### src/rtl/spi_monarch_16.sv
// 16-bit SPI mode-3 monarch: one command word out, one response word in, SCLK = clk/16.
// Build option SPI_LOOPBACK_EN: sample MOSI instead of the MISO pin (board self-test).
module spi_monarch_16 (
   input  logic        clk,
   input  logic        rst_n,
   input  logic        snd,
   input  logic [15:0] cmd,
   input  logic        MISO,
   output logic        SS_n,
   output logic        SCLK,
   output logic        MOSI,
   output logic        done,
   output logic [15:0] resp
);

   typedef enum logic [1:0] {StIdle, StFront, StShift} state_e;

   // Divider value that holds SCLK high while idle and lands the first fall 5 clocks after SS_n drops.
   localparam logic [3:0] DivIdle = 4'b1011;

   state_e      r_state;
   logic [3:0]  r_div;
   logic [15:0] r_shft;
   logic [3:0]  r_bit_cnt;
   logic        r_miso_smpl;
   logic        r_ss_n;
   logic        r_done;
   logic        w_miso_src;

`ifdef SPI_LOOPBACK_EN
   logic w_unused_miso;
   assign w_unused_miso = MISO;
   assign w_miso_src    = r_shft[15];
`else
   assign w_miso_src    = MISO;
`endif

   always_ff @(posedge clk or negedge rst_n) begin
      if (!rst_n) begin
         r_state     <= StIdle;
         r_div       <= DivIdle;
         r_shft      <= 16'h0000;
         r_bit_cnt   <= 4'd0;
         r_miso_smpl <= 1'b0;
         r_ss_n      <= 1'b1;
         r_done      <= 1'b0;
      end else begin
         unique case (r_state)
            StIdle: begin
               r_div <= DivIdle;
               if (snd) begin
                  r_shft    <= cmd;
                  r_ss_n    <= 1'b0;
                  r_done    <= 1'b0;
                  r_bit_cnt <= 4'd0;
                  r_state   <= StFront;
               end
            end
            StFront: begin
               // The fall at the end of the porch is not a shift edge.
               r_div <= r_div + 4'd1;
               if (r_div == 4'b1111) begin
                  r_state <= StShift;
               end
            end
            StShift: begin
               r_div <= r_div + 4'd1;
               if (r_div == 4'b0111) begin
                  r_miso_smpl <= w_miso_src;
               end
               if (r_div == 4'b1111) begin
                  r_shft    <= {r_shft[14:0], r_miso_smpl};
                  r_bit_cnt <= r_bit_cnt + 4'd1;
                  if (r_bit_cnt == 4'd15) begin
                     // Reloading the divider keeps SCLK high: no 17th fall.
                     r_div   <= DivIdle;
                     r_ss_n  <= 1'b1;
                     r_done  <= 1'b1;
                     r_state <= StIdle;
                  end
               end
            end
            default: begin
               r_state <= StIdle;
               r_div   <= DivIdle;
               r_ss_n  <= 1'b1;
            end
         endcase
      end
   end

   assign SCLK = r_div[3];
   assign MOSI = r_shft[15];
   assign resp = r_shft;
   assign SS_n = r_ss_n;
   assign done = r_done;

endmodule

### config.mk
export PLATFORM = sky130hd
export DESIGN_NAME = spi_monarch_16
export DESIGN_NICKNAME = d
export VERILOG_FILES = /design/src/rtl/spi_monarch_16.sv
export SDC_FILE = /design/constraint.sdc
export NUM_CORES = 1
export LEC_CHECK = 0
export BUFFER_PORTS_ARGS = -buffer_cell sky130_fd_sc_hd__buf_4
export CAP_MARGIN = 20
export CORE_ASPECT_RATIO = 1.2
export CORE_UTILIZATION = 52
export CTS_CLUSTER_DIAMETER = 50
export DETAILED_ROUTE_END_ITERATION = 10
export GPL_TIMING_DRIVEN = 0
export PLACE_DENSITY = 0.78
export SKIP_LAST_GASP = 1
export SLEW_MARGIN = 0
export SYNTH_ARGS = -nofsm -noshare
export SYNTH_HDL_FRONTEND = slang
export SYNTH_SLANG_ARGS = --single-unit
export TNS_END_PERCENT = 10
### constraint.sdc
create_clock -name clk -period 2.35 [get_ports clk]
set_clock_uncertainty 0.15 [all_clocks]
set_input_delay 0 -clock clk [delete_from_list [all_inputs] [get_ports clk]]
set_output_delay 0 -clock clk [all_outputs]
set_load 0.03 [all_outputs]
Word-level counts from Yosys, hierarchy flattened
Index checks and enable logic that the tools add are counted.
{"block": "classes", "muxes": 19, "n_eq_ne": 9, "reduce_logical": 7, "bitwise_logic": 1, "n_addsub": 2}
{"operator": "2-to-1 mux 16 bit", "n": 2}
{"operator": "case mux 16 bit (2 select lines)", "n": 1}
{"operator": "2-to-1 mux 4 bit", "n": 4}
{"operator": "case mux 4 bit (2 select lines)", "n": 2}
{"operator": "AND reduction 4 bit", "n": 3}
{"operator": "adder 4 x 1 -> 4 bit (second input constant)", "n": 2}
{"operator": "equality test 4 bit (second input constant)", "n": 2}
{"operator": "2-to-1 mux 2 bit", "n": 4}
{"operator": "inequality test 2 bit (second input constant)", "n": 4}
{"operator": "case mux 2 bit (3 select lines)", "n": 1}
{"operator": "equality test 4 x 3 -> 1 bit (second input constant)", "n": 1}
{"operator": "2-to-1 mux 1 bit", "n": 3}
{"operator": "case mux 1 bit (3 select lines)", "n": 1}
{"operator": "AND reduction 3 bit", "n": 1}
{"operator": "equality test 2 x 1 -> 1 bit (second input constant)", "n": 1}
{"operator": "equality test 2 bit (second input constant)", "n": 1}
{"operator": "logical NOT 2 bit", "n": 1}
{"operator": "case mux 1 bit (2 select lines)", "n": 1}
{"operator": "AND reduction 2 bit", "n": 1}
{"operator": "nonzero test 2 bit", "n": 1}
{"operator": "inverter 1 bit", "n": 1}
{"block": "word_totals", "elab_cells": 45, "out_inout_bits": 20, "input_bits": 20, "regBits": 29}

Longest topological paths before layout
Gate-level depths: netlist (run 1).
{"block": "depth", "ltp_word": 4, "mapped_depth": 8, "mapped_depth_nobuf": 6}

Least setup slack after synthesis (run 1)
OpenSTA, ideal clock, no wires.
{"block": "synth_path", "kind": "register -> register", "start": "register r_div[0]", "end": "register r_bit_cnt[3]", "setup_ps": 101, "arrival_ps": 1479, "t_required_ps": 2099, "setup_slack_ps": 620, "synth_period_minus_slack_ps": 1730, "stages_incl_launch_ff": 7, "n_path_buf": 1, "cell_sequence": "dfstp_2 -> ha_1 -> and3_1 -> buf_6 -> nand4_2 -> mux2i_1 -> nor4_1"}
{"block": "synth_between", "elab_chain_len": 3}
{"item": "start, declared", "line_no": "22", "rtl": "logic [3:0] r_div;"}
{"item": "start signal, assigned", "line_no": "41", "rtl": "r_div <= DivIdle;"}
{"item": "start signal, assigned", "line_no": "50", "rtl": "r_div <= DivIdle;"}
{"item": "start signal, assigned", "line_no": "61", "rtl": "r_div <= r_div + 4'd1;"}
{"item": "equality test 4 bit", "line_no": "71", "rtl": "if (r_div == 4'b1111) begin"}
{"item": "inequality test 2 bit (no source line)"}
{"item": "AND reduction 3 bit (no source line)"}
{"item": "end signal, assigned", "line_no": "73", "rtl": "r_bit_cnt <= r_bit_cnt + 4'd1;"}
{"item": "end, declared", "line_no": "24", "rtl": "logic [3:0] r_bit_cnt;"}
No other way between the ends.
A chain may end at the register's enable or synchronous reset.

Worst setup path after layout (run 1)
{"block": "layout_path", "start": "register r_div[0]", "end": "register r_state[0]"}
{"block": "layout_between", "elab_chain_len": 3, "elab_cells_between_ends": 4, "cone_classes": "3 x eq/ne; 1 x reduce/logical"}
{"item": "equality test 4 bit *", "line_no": "62, 71"}
{"item": "inequality test 2 bit (no source line)"}
{"item": "AND reduction 4 bit (no source line) *"}
{"item": "end signal, assigned", "line_no": "63", "rtl": "r_state <= StShift;"}
{"item": "end signal, assigned", "line_no": "79", "rtl": "r_state <= StIdle;"}
{"item": "end signal, assigned", "line_no": "84", "rtl": "r_state <= StIdle;"}
{"item": "end, declared", "line_no": "21", "rtl": "state_e r_state;"}
Every way passes the cells marked *; elsewhere a longest branch is shown, timed or not.

==> metrics.md, run 1 <==
| Metric | Value |
|---|---|
| Minimum clock period | `1880 ps` |
| Maxcap violations | `0` |
| Critical-path top delay cell | `dfstp_2` |
| Clock latency on the worst-skew pair | `330 ps` |
| Core area | `2810 um2` |
| Post-synthesis mux area share | `14.6%` |
| Root Buffer | `clkbuf_4` |
| Final core occ | `76.2%` |
| Mean Syn Cell Area | `10.1 um2` |
| PwrDens | `1190 nW/um2` |
| Die Wd | `51.9 um` |
| Worst EP required | `2430 ps` |
| Post-Synth Simple-Gate Area | `15.6%` |
| Status | `complete, no violations` |
| Post-CTS Setup Repair Bufs | `0` |
| Share of flip-flops with an asynchronous set or reset | `100%` |
| Syn_nets | `180` |
| Largest cells by area after synthesis | `dfrtp_1 40%, mux2i_1 13%, dfstp_2 6.8%` |
| I/O Buffers | `38` |
| CP peak stage delay | `550 ps` |
| F_max | `532 MHz` |
| Nets | `245` |
| Register area | `731 um2` |
| CP delay by family, top | `flip-flops` |
| Worst-path fanout max | `5` |
| Overall routing resource usage | `26.7%` |
| Worst Tran Pin Value | `481 ps` |
| First DRT Iteration DRCs | `32` |
| Hold Crit Class | `primary input to asynchronous set/reset pin` |
| FF-to-FF Start | `r_div[0]` |
| CTS tree | `yes` |
| Drt drc | `0` |
| Xor/xnor share of the synthesized area | `1.13%` |
| Largest family of logic cells by synthesized area | `simple AND/OR/NAND/NOR gates` |
| Synthesized instance count | `154` |
| Share of cells above drive strength 1 | `29.5%` |
| Post-synth top area cell | `dfrtp_1` |
| Post-Route WL | `3820 um` |
| HPWL Detailed | `2480 um` |
| Reg2reg setup slack | `470 ps` |
| Yosys top cell area share | `40.3%` |
| Sequential fraction of the synthesis area | `47.1%` |
| Compound-Gate Fraction of Synth Area | `11.8%` |
| Area share of fa/ha/maj cells after synthesis | `4.83%` |
| Most frequent cells in the layout | `41 x buf_4, 25 x dfrtp_1, 22 x nor2_1` |
| CP Launch Type | `register` |
| Critical path class | `register to register` |
| Non-filler cells, final | `254` |
| Slew headroom | `67.9%` |
| Clock sinks | `29` |
| Num rows | `21` |
| # fillers | `178` |
| Crit path cell chain | `ha_1 > nand3_2 > nor2_2 > o21ai_1 > mux2_4` |
| Critical path arrival | `1960 ps` |
| Antenna Nets Post-Route | `0` |
| Cts bufs inserted | `5` |
| IO Pins | `40` |
| Die Area | `3210 um2` |
| Pins Over Slew Limit | `0` |
| Tcrit/Tclk final | `80.0%` |
| Vias in the first global route | `1359` |
| EDFF count, synth | `0` |
| Final setup TNS | `0 ps` |
| Peak supply drop | `0.000857 V` |
| Height of the die | `61.9 um` |
| Antenna Cells | `0` |
| Worst reg2reg endpoint | `r_state[0]` |
| Hold_ws | `34.7 ps` |
| Mapped Area | `1550 um2` |
| R2r worst-path depth | `5` |
| Placed Instances | `226` |
| Routability congestion estimate | `0.764` |
| Largest net degree at the start of global routing | `26` |
| Via count | `1400` |
| H-Tree Depth | `2` |
| Most used DFF post-synth | `dfrtp_1` |
| Netlist cell types | `36` |
| Global-route wire length before repair | `6170 um` |
| Multi-input logic area | `744 um2` |
| CTS clk-pin slew, worst paths | `100 ps` |
| Final setup vio count | `0` |
| WL per Instance | `15.1 um` |
| Grt total ovfl | `0` |
| Vias per Instance | `5.51` |
| Initial Utilization | `55.2%` |
| Leakage | `0.000951 uW` |
| DRT Pass-1 Iters | `4` |
| Area Growth Syn to Fin | `38.0%` |
| Initial antenna violation count | `0` |
| Buf/Inv on CP | `0` |
| #FFs+latches synth | `29` |
| Most common cell after layout, fill and taps aside | `buf_4` |
| Clk buf depth | `2` |
| Endpoints failing hold | `0` |
| Worst setup EP type | `register` |
| RSZ-0062 raised after global routing | `no` |
| Synth warnings | `0` |
==> logic make-up after synthesis <==
kind of cell,Yosys count
DFF,29
buffers and inverters,14
and+or+nand+nor,48
muxes,22
AOI/OAI and AO/OA,33
xor gates and xnor gates,2
adders and majority gates,6
==> Yosys cell counts (3+ instances only) <==
library cell  number
nor2_1            22
dfrtp_1           25
ha_1               6
nand2_1            5
buf_2              5
nand3_1            5
o21ai_0            6
a21oi_1           20
buf_4              3
mux2i_1           20
dfstp_2            4
inv_1              4
==> how the worst max path moves through the flow <==
| stage | startpoint | endpoint | slack [ps] | cells after the start |
|---|---|---|---|---|
| 6_report | r_div[0] | r_state[0] | 470 | 5 |
| 4_1_cts | r_div[0] | r_state[0] | 480 | 5 |
| 3_5_place_dp | r_div[0] | r_state[0] | 490 | 5 |
| 5_1_grt | r_div[0] | resp[10] | 330 | 6 |
| 3_3_place_gp | r_div[0] | r_state[0] | 530 | 5 |
| 2_1_floorplan | r_div[0] | r_bit_cnt[3] | 620 | 6 |
==> metrics by stage <==
stage,setup slack [ps],area (um2),power (uW)
2_1_floorplan,620,1550,1760
3_3_place_gp,527,1880,2160
3_5_place_dp,492,1880,2210
4_1_cts,475,2140,2530
5_1_grt,330,2140,2730
6_report,469,2140,2550
==> repair_timing <==
item | 4_1_cts | 5_1_grt
resized for setup | 0 | 0
hold buffers | 20 | 0
endpoints found under the setup margin | 0 | 0
hold endpoints to repair | 50 | 0
==> area by class of cell <==
cell class / instances / area share, %
clock buffer: 6 / 1.93
multi-input combinational: 111 / 34.8
buffer: 10 / 2.92
inverter: 4 / 0.701
timing repair buffer: 58 / 23.1
tap: 34 / 1.99
sequential: 29 / 34.1
clock inverter: 2 / 0.467
==> where the power goes <==
| group | switching [uW] | total [uW] | internal [uW] | leakage (uW) |
|---|---|---|---|---|
| sequential | 161 | 877 | 716 | 0.000338 |
| combinational | 817 | 1370 | 556 | 0.000581 |
| clock | 181 | 295 | 114 | 0.0000320 |
==> tightest hold or removal path, cell delays in order <==
cell	delay, ps
dlygate4sd3_1	520
buf_4	160
buf_12	190
==> sequential cells by signal (all words and copies together), names as in the netlist <==
signal / count
r_state: 2
resp: 16
r_div: 4
r_miso_smpl: 1
r_bit_cnt: 4
done: 1
SS_n: 1
==> per-layer routing <==
| metal | share of wire, % | global-route usage (%) | wire [um] |
|---|---|---|---|
| met1 | 40 | 28.6 | 1510 |
| met2 | 52 | 47.4 | 2000 |
| met3 | 4.8 | 8.52 | 184 |
| met4 | 3.3 | 13.5 | 125 |
| met5 | 0 | 0 | 0 |
(Power assumes the default switching activity.)
==> run 2: changes to the inputs <==
--- a/config.mk
+++ b/config.mk
@@ -5,6 +5,7 @@
 export SDC_FILE = /design/constraint.sdc
 export NUM_CORES = 1
 export LEC_CHECK = 0
+export ABC_AREA = 1
 export BUFFER_PORTS_ARGS = -buffer_cell sky130_fd_sc_hd__buf_4
 export CAP_MARGIN = 20
 export CORE_ASPECT_RATIO = 1.2
@@ -12,7 +13,7 @@
 export CTS_CLUSTER_DIAMETER = 50
 export DETAILED_ROUTE_END_ITERATION = 10
 export GPL_TIMING_DRIVEN = 0
-export PLACE_DENSITY = 0.78
+export PLACE_DENSITY = 0.77
 export SKIP_LAST_GASP = 1
 export SLEW_MARGIN = 0
 export SYNTH_ARGS = -nofsm -noshare
==> constraint.sdc (replaced) <==
create_clock -name clk -period 1.8 [get_ports clk]
set_clock_uncertainty 0.15 [all_clocks]
set_input_delay 0 -clock clk [delete_from_list [all_inputs] [get_ports clk]]
set_output_delay 0 -clock clk [all_outputs]
set_load 0.03 [all_outputs]
==> run 2 against run 1 <==
Effect of this change:
- count of clock-buffer cells in the layout up 2
- sequential power up 35%
- wire length down 11%
- non-clock buffer count down 1
- area after synthesis up 1.9%
- critical path depth up 1
- largest cell class unchanged
- power up 55%
- register-to-register slack worse by 390 ps
- synthesized cell count up 5.2%
==> metrics.md, run 2 <==
| Metric | Value |
|---|---|
| Overall routing resource usage | `24.0% (-2.8 points)` |
| Pins Over Slew Limit | `0 (unchanged)` |
| Most common cell after layout, fill and taps aside | `buf_4` |
| Worst-path fanout max | `10 (+5)` |
| Share of flip-flops with an asynchronous set or reset | `100% (unchanged)` |
| Mean Syn Cell Area | `9.77 um2 (-3.1%)` |
| Slew headroom | `84.2% (+16 points)` |
| Resized cells post-CTS | `0 (unchanged)` |
| Minimum clock period | `1720 ps (-160 ps)` |
| GRT met3 Usage | `6.81% (-1.7 points)` |
| Drt drc | `0 (unchanged)` |
| Most used DFF post-synth | `dfrtp_1` |
| CP Launch Type | `register` |
| WL per Instance | `12.9 um (-14%)` |
| Critical path arrival | `1790 ps (-170 ps)` |
| Vias per Instance | `5.17 (-6.3%)` |
| Final setup TNS | `0 ps (unchanged)` |
| H-Tree Depth | `2 (unchanged)` |
| CP peak stage delay | `400 ps (-150 ps)` |
| First DRT Iteration DRCs | `32 (unchanged)` |
| IO Pins | `40 (unchanged)` |
| Root Buffer | `clkbuf_4` |
| Initial Utilization | `55.8% (+0.55 points)` |
| Max reg flops | `16 (unchanged)` |
| Initial antenna violation count | `0 (unchanged)` |
| Most frequent cells in the layout | `43 x buf_4, 40 x nand2_1, 25 x dfrtp_1` |
| Hold buffer count at CTS | `20 (unchanged)` |
| Antenna Cells | `0 (unchanged)` |
| Core area | `2840 um2 (+0.93%)` |
| Area Growth Syn to Fin | `37.5%` |
| I/O Buffers | `39 (+2.6%)` |
| Met1 GRT Util | `26.4% (-2.2 points)` |
| GRT busiest layer | `met2` |
| Synth warnings | `0 (unchanged)` |
| DRT Pass-1 Iters | `4 (unchanged)` |
| Grt met2 use | `42.2% (-5.2 points)` |
| Via count | `1359 (-2.9%)` |
| Cts bufs inserted | `5 (unchanged)` |
| R2r worst-path depth | `6 (+1)` |
| Crit path cell chain | `inv_1 > ha_1 > buf_4 > clkbuf_4 > mux2i_1 > o21ai_2` |
| Worst setup EP type | `register` |
| Clk buf depth | `2 (unchanged)` |
| Yosys top cell area share | `39.5% (-0.76 points)` |
| Routability congestion estimate | `0.763 (-0.13%)` |
| Sequential fraction of the synthesis area | `46.2% (-0.89 points)` |
| Worst EP required | `1870 ps (-560 ps)` |
| Leakage | `0.00105 uW (+11%)` |
| HPWL Detailed | `2220 um (-10%)` |
| Tcrit/Tclk final | `95.6% (+16 points)` |
| Post-Route WL | `3410 um (-11%)` |
| Height of the die | `62.4 um (+0.93%)` |
| Clock sinks | `29 (unchanged)` |
| Clock latency on the worst-skew pair | `320 ps (about the same)` |
| RSZ-0062 raised after global routing | `no` |
| Peak supply drop | `0.00117 V (+37%)` |
| EDFF count, synth | `0 (unchanged)` |
| Setup slack after layout | `79.5 ps (-390 ps)` |
| Worst Tran Pin Value | `231 ps (-251 ps)` |
| Commonest cells post-synth | `40 x nand2_1, 25 x dfrtp_1, 20 x o21ai_2, 16 x mux2i_1, 11 x nand3_1` |
| CTS clk-pin slew, worst paths | `90 ps (about the same)` |
| Hold Crit Class | `primary input to asynchronous set/reset pin` |
| # fillers | `193 (+8.4%)` |
| Status | `complete, no violations` |
| CTS tree | `yes` |
| Global-route wire length before repair | `5700 um (-7.6%)` |
| #FFs+latches synth | `29 (unchanged)` |
| Most common cell in the netlist | `nand2_1` |
| Nets | `254 (+3.7%)` |
| Critical-path top delay cell | `dfrtp_1` |
| Die Area | `3270 um2 (+1.9%)` |
| Antenna Nets Post-Route | `0 (unchanged)` |
| Syn_nets | `188 (+4.4%)` |
| Pre-CTS setup slack | `98.4 ps (-393 ps)` |
| Share of cells above drive strength 1 | `36.2% (+6.7 points)` |
| Grt total ovfl | `0 (unchanged)` |
| Synthesized instance count | `162 (+5.2%)` |
| PwrDens | `1810 nW/um2 (+52%)` |
| Die Wd | `52.4 um (+0.93%)` |
| Maxcap violations | `0 (unchanged)` |
| Post-CTS Setup Repair Bufs | `0 (unchanged)` |
| Critical path class | `register to register` |
| Largest cells by area after synthesis | `dfrtp_1 40%, o21ai_2 11%, mux2i_1 10%` |
| Largest net degree at the start of global routing | `26 (unchanged)` |
| Endpoints failing hold | `0 (unchanged)` |
| Vias in the first global route | `1315 (-3.2%)` |
| Final setup vio count | `0 (unchanged)` |
| Post-synth top area cell | `dfrtp_1` |
| Num rows | `21 (unchanged)` |
| Netlist cell types | `22 (-39%)` |
| Mapped Area | `1580 um2 (+1.9%)` |
| F_max | `581 MHz (+9.3%)` |
run 2: changes by cell type in the layout (fill, tap and decap cells not counted), sizes merged, moves of 4 or more:
cell   before  now
a21oi      21    1
inv         4   11
mux2i      20   16
nand2       5   41
nand3       6   13
nor2       23    6
o21ai       7   25
run 2: cells by family after synthesis:
kind of cell / Yosys count / synth area share [%]
DFF: 29 / 46.2
AOI/OAI and AO/OA: 27 / 13.4
adders and majority gates: 6 / 4.74
buffers and inverters: 19 / 7.11
muxes: 16 / 10.1
and+or+nand+nor: 65 / 18.4
run 2: routing by layer:
metal	wire length (um)	vias up
met5	0	-
met4	74	0
met3	145	8
met2	1830	34
met1	1360	637
li1	-	680
run 2: where the power goes:
part	switching, uW	internal, uW	leakage (uW)
registers	213	966	0.000357
clock network	208	155	0.0000265
logic	1420	966	0.000670
total	1850	2090	0.00105
run 2: layout make-up:
type	count	area (um2)	area share (%)
Multi-Input combinational cell	114	739	34.0
Sequential cell	29	731	33.6
Timing Repair Buffer	59	503	23.1
Buffer	8	71.3	3.28
Clock buffer	8	48.8	2.24
Tap cell	34	42.5	1.95
Inverter	11	41.3	1.90
run 2: critical path: cells and delay by family, from the launching register on:
kind	cells	cell delay, ps
AO/OA/AOI/OAI	1	70
adder cells (fa/ha/maj)	1	150
multiplexers	1	290
flip-flops	1	400
buffers and inverters	3	550
run 2: path summary, 6_finish.rpt:
| path | end | slack, ps | from |
|---|---|---|---|
| min reg2reg | SS_n | 320 | SS_n |
| max in group asynchronous | resp[13] | 1290 | rst_n |
| max reg2reg | resp[6] | 80 | r_state[0] |
| min in group clk | SS_n | 320 | SS_n |
| min | resp[5] | 50 | rst_n |
| max | resp[6] | 80 | r_state[0] |
run 2: per-stage QoR:
step	hold WS, ps	total power (uW)	cells	utilization, %	cell area, um2
2_1_floorplan	-446	2910	162	-	1580
3_3_place_gp	-211	3490	235	67.6	1920
3_5_place_dp	-209	3550	235	67.6	1920
4_1_cts	52.1	3960	263	76.7	2180
5_1_grt	65.2	4240	263	76.7	2180
6_report	54.9	3930	263	76.7	2180
==> run 3: changes to the inputs <==
--- a/config.mk
+++ b/config.mk
@@ -9,11 +9,11 @@
 export BUFFER_PORTS_ARGS = -buffer_cell sky130_fd_sc_hd__buf_4
 export CAP_MARGIN = 20
 export CORE_ASPECT_RATIO = 1.2
-export CORE_UTILIZATION = 52
+export CORE_UTILIZATION = 47
 export CTS_CLUSTER_DIAMETER = 50
 export DETAILED_ROUTE_END_ITERATION = 10
 export GPL_TIMING_DRIVEN = 0
-export PLACE_DENSITY = 0.77
+export PLACE_DENSITY = 0.74
 export SKIP_LAST_GASP = 1
 export SLEW_MARGIN = 0
 export SYNTH_ARGS = -nofsm -noshare
==> constraint.sdc (replaced) <==
create_clock -name clk -period 1.55 [get_ports clk]
set_clock_uncertainty 0.15 [all_clocks]
set_input_delay 0 -clock clk [delete_from_list [all_inputs] [get_ports clk]]
set_output_delay 0 -clock clk [all_outputs]
set_load 0.03 [all_outputs]
==> run 3 against run 2 <==
Effect of this change:
- the run now ends with negative setup slack left
- first-iteration DRC count shrank 56%
- critical endpoint is now resp[13]
- cell count grew 5.7%
- combinational power grew 46%
- power grew 37%
- fmax grew 2.5%
- register-to-register slack lost 210 ps
- cell area grew 11%
==> metrics.md, run 3 (synthesized netlist as in run 2, its figures left out) <==
| Metric | Value |
|---|---|
| Most common cell after layout, fill and taps aside | `buf_4` |
| Power share of the clock group | `8.9% (-0.3 points)` |
| Largest net degree at the start of global routing | `30 (+15%)` |
| Worst setup EP type | `register` |
| WL per Instance | `13.5 um (+4.3%)` |
| I/O Buffers | `39 (unchanged)` |
| Critical path class | `register to register` |
| Drt drc | `0 (unchanged)` |
| Vias per Instance | `5.06 (-2.1%)` |
| Gate power share | `64.8% (+4.0 points)` |
| Final setup vio count | `23 (+23)` |
| Cts bufs inserted | `5 (unchanged)` |
| Initial Utilization | `50.4% (-5.3 points)` |
| Area Growth Syn to Fin | `52.3%` |
| Worst-path fanout max | `7 (-3)` |
| Antenna Nets Post-Route | `0 (unchanged)` |
| Critical path arrival | `1760 ps (-30 ps)` |
| CTS clk-pin slew, worst paths | `80 ps (about the same)` |
| Tcrit/Tclk final | `108% (+13 points)` |
| Net Switching | `2420 uW (+31%)` |
| Post-Route WL | `3750 um (+10%)` |
| Overall routing resource usage | `24.2% (+0.27 points)` |
| Setup slack after layout | `-128 ps (-208 ps)` |
| PwrDens | `2240 nW/um2 (+24%)` |
| Slew headroom | `76.0% (-8.2 points)` |
| Worst EP required | `1630 ps (-240 ps)` |
| Leakage | `0.00115 uW (+9.1%)` |
| Via count | `1407 (+3.5%)` |
| Peak supply drop | `0.00181 V (+55%)` |
| Status | `finished with violations` |
| RSZ-0062 raised after global routing | `yes` |
| Antenna Cells | `0 (unchanged)` |
| Height of the die | `65.6 um (+5.0%)` |
| Worst Tran Pin Value | `360 ps (+130 ps)` |
| Die Wd | `55.0 um (+5.0%)` |
| Routability congestion estimate | `0.757 (-0.76%)` |
| Hold Crit Class | `register to register` |
| Minimum clock period | `1680 ps (-42.1 ps)` |
| CP Launch Type | `register` |
| F_max | `596 MHz (+2.5%)` |
| CTS tree | `yes` |
| Vias in the first global route | `1397 (+6.2%)` |
| First DRT Iteration DRCs | `14 (-56%)` |
| Clock sinks | `29 (unchanged)` |
| Final core occ | `76.8% (about the same)` |
| Share of cells above drive strength 1 | `45.9% (+9.6 points)` |
| Pins Over Slew Limit | `0 (unchanged)` |
| H-Tree Depth | `2 (unchanged)` |
| DRT Pass-1 Iters | `4 (unchanged)` |
| # fillers | `219 (+13%)` |
| Failing checks | `negative setup slack` |
| Initial antenna violation count | `0 (unchanged)` |
| Clock latency on the worst-skew pair | `340 ps (+20 ps)` |
| Die Area | `3600 um2 (+10%)` |
| HPWL Detailed | `2340 um (+5.5%)` |
| Root Buffer | `clkbuf_4` |
| Clk buf depth | `2 (unchanged)` |
| Global-route wire length before repair | `6060 um (+6.3%)` |
| Most frequent cells in the layout | `51 x buf_4, 33 x nand2_1, 25 x dfrtp_1` |
| Internal power | `2970 uW (+42%)` |
| Maxcap violations | `0 (unchanged)` |
| Nets | `267 (+5.1%)` |
| Grt total ovfl | `0 (unchanged)` |
| Endpoints failing hold | `0 (unchanged)` |
| Sw frac | `44.9% (-2.1 points)` |
| Pre-CTS setup slack | `-137 ps (-235 ps)` |
| IO Pins | `40 (unchanged)` |
| Final setup TNS | `-2010 ps (-2010 ps)` |
| Core area | `3140 um2 (+11%)` |
| Num rows | `22 (+4.8%)` |
| Flop pwr share | `26.2% (-3.8 points)` |
| Max reg flops | `16 (unchanged)` |
[run 3: stage by stage]
stage	total power, uW	hold slack (ps)	std cells	area [um2]
final	5390	324	278	2410
after global routing	5790	334	278	2410
after CTS	5030	-161	274	2310
after detailed placement	4160	-210	237	1920
after global placement	4060	-208	237	1920
after floorplan	3380	-446	162	1590
[run 3: area by class of cell]
type	count	area, um2	area share [%]
Inverter	11	41.3	1.71
Timing Repair Buffer	73	641	26.6
Tap cell	36	45.0	1.87
Buffer	7	88.8	3.69
Multi-Input combinational cell	114	805	33.4
Clock buffer	8	58.8	2.44
Sequential cell	29	731	30.3
[run 3: path summary, 6_finish.rpt]
kind                           from       end  cells past startpoint  slack, ps
max in group asynchronous     rst_n      SS_n                      3        430
setup reg to reg           r_div[1]  resp[13]                      7       -130
min in group asynchronous     rst_n   resp[2]                      3        500
hold / removal                 SS_n      SS_n                      2        320
hold reg to reg                SS_n      SS_n                      2        320
setup / recovery           r_div[1]  resp[13]                      7       -130
[run 3: routing by layer]
metal	track usage (%)	vias to the layer above	share of wire, %
met5	0	-	0
met4	14.1	0	2.7
met3	5.09	11	4.0
met2	42.8	29	53
met1	25.0	668	41
li1	-	699	-
[run 3: repair_timing]
| item | CTS | global route |
|---|---|---|
| pin swaps | 2 | 3 |
| hold endpoints to repair | 47 | 1 |
| gates resized for setup | 16 | 13 |
| setup endpoints to repair | 24 | 26 |
| hold buffers | 19 | 1 |
| cloned | 1 | 2 |
| buffers inserted | 9 | 2 |
[run 3: worst max-delay path, cell delays in order (launching register included)]
cell	delay, ps
dfstp_2	570
ha_4	150
nand3_4	80
nand2_4	100
nand3_4	170
clkbuf_16	230
nand2_2	50
o21ai_2	50
[run 3: power by group through the flow]
| stage | clock network, uW | registers (uW) | logic [uW] |
|---|---|---|---|
| after floorplan | 0 | 1790 | 1590 |
| after global placement | 0 | 1360 | 2700 |
| after detailed placement | 0 | 1390 | 2770 |
| after CTS | 488 | 1390 | 3150 |
| after global routing | 520 | 1450 | 3820 |
| final | 481 | 1410 | 3500 |
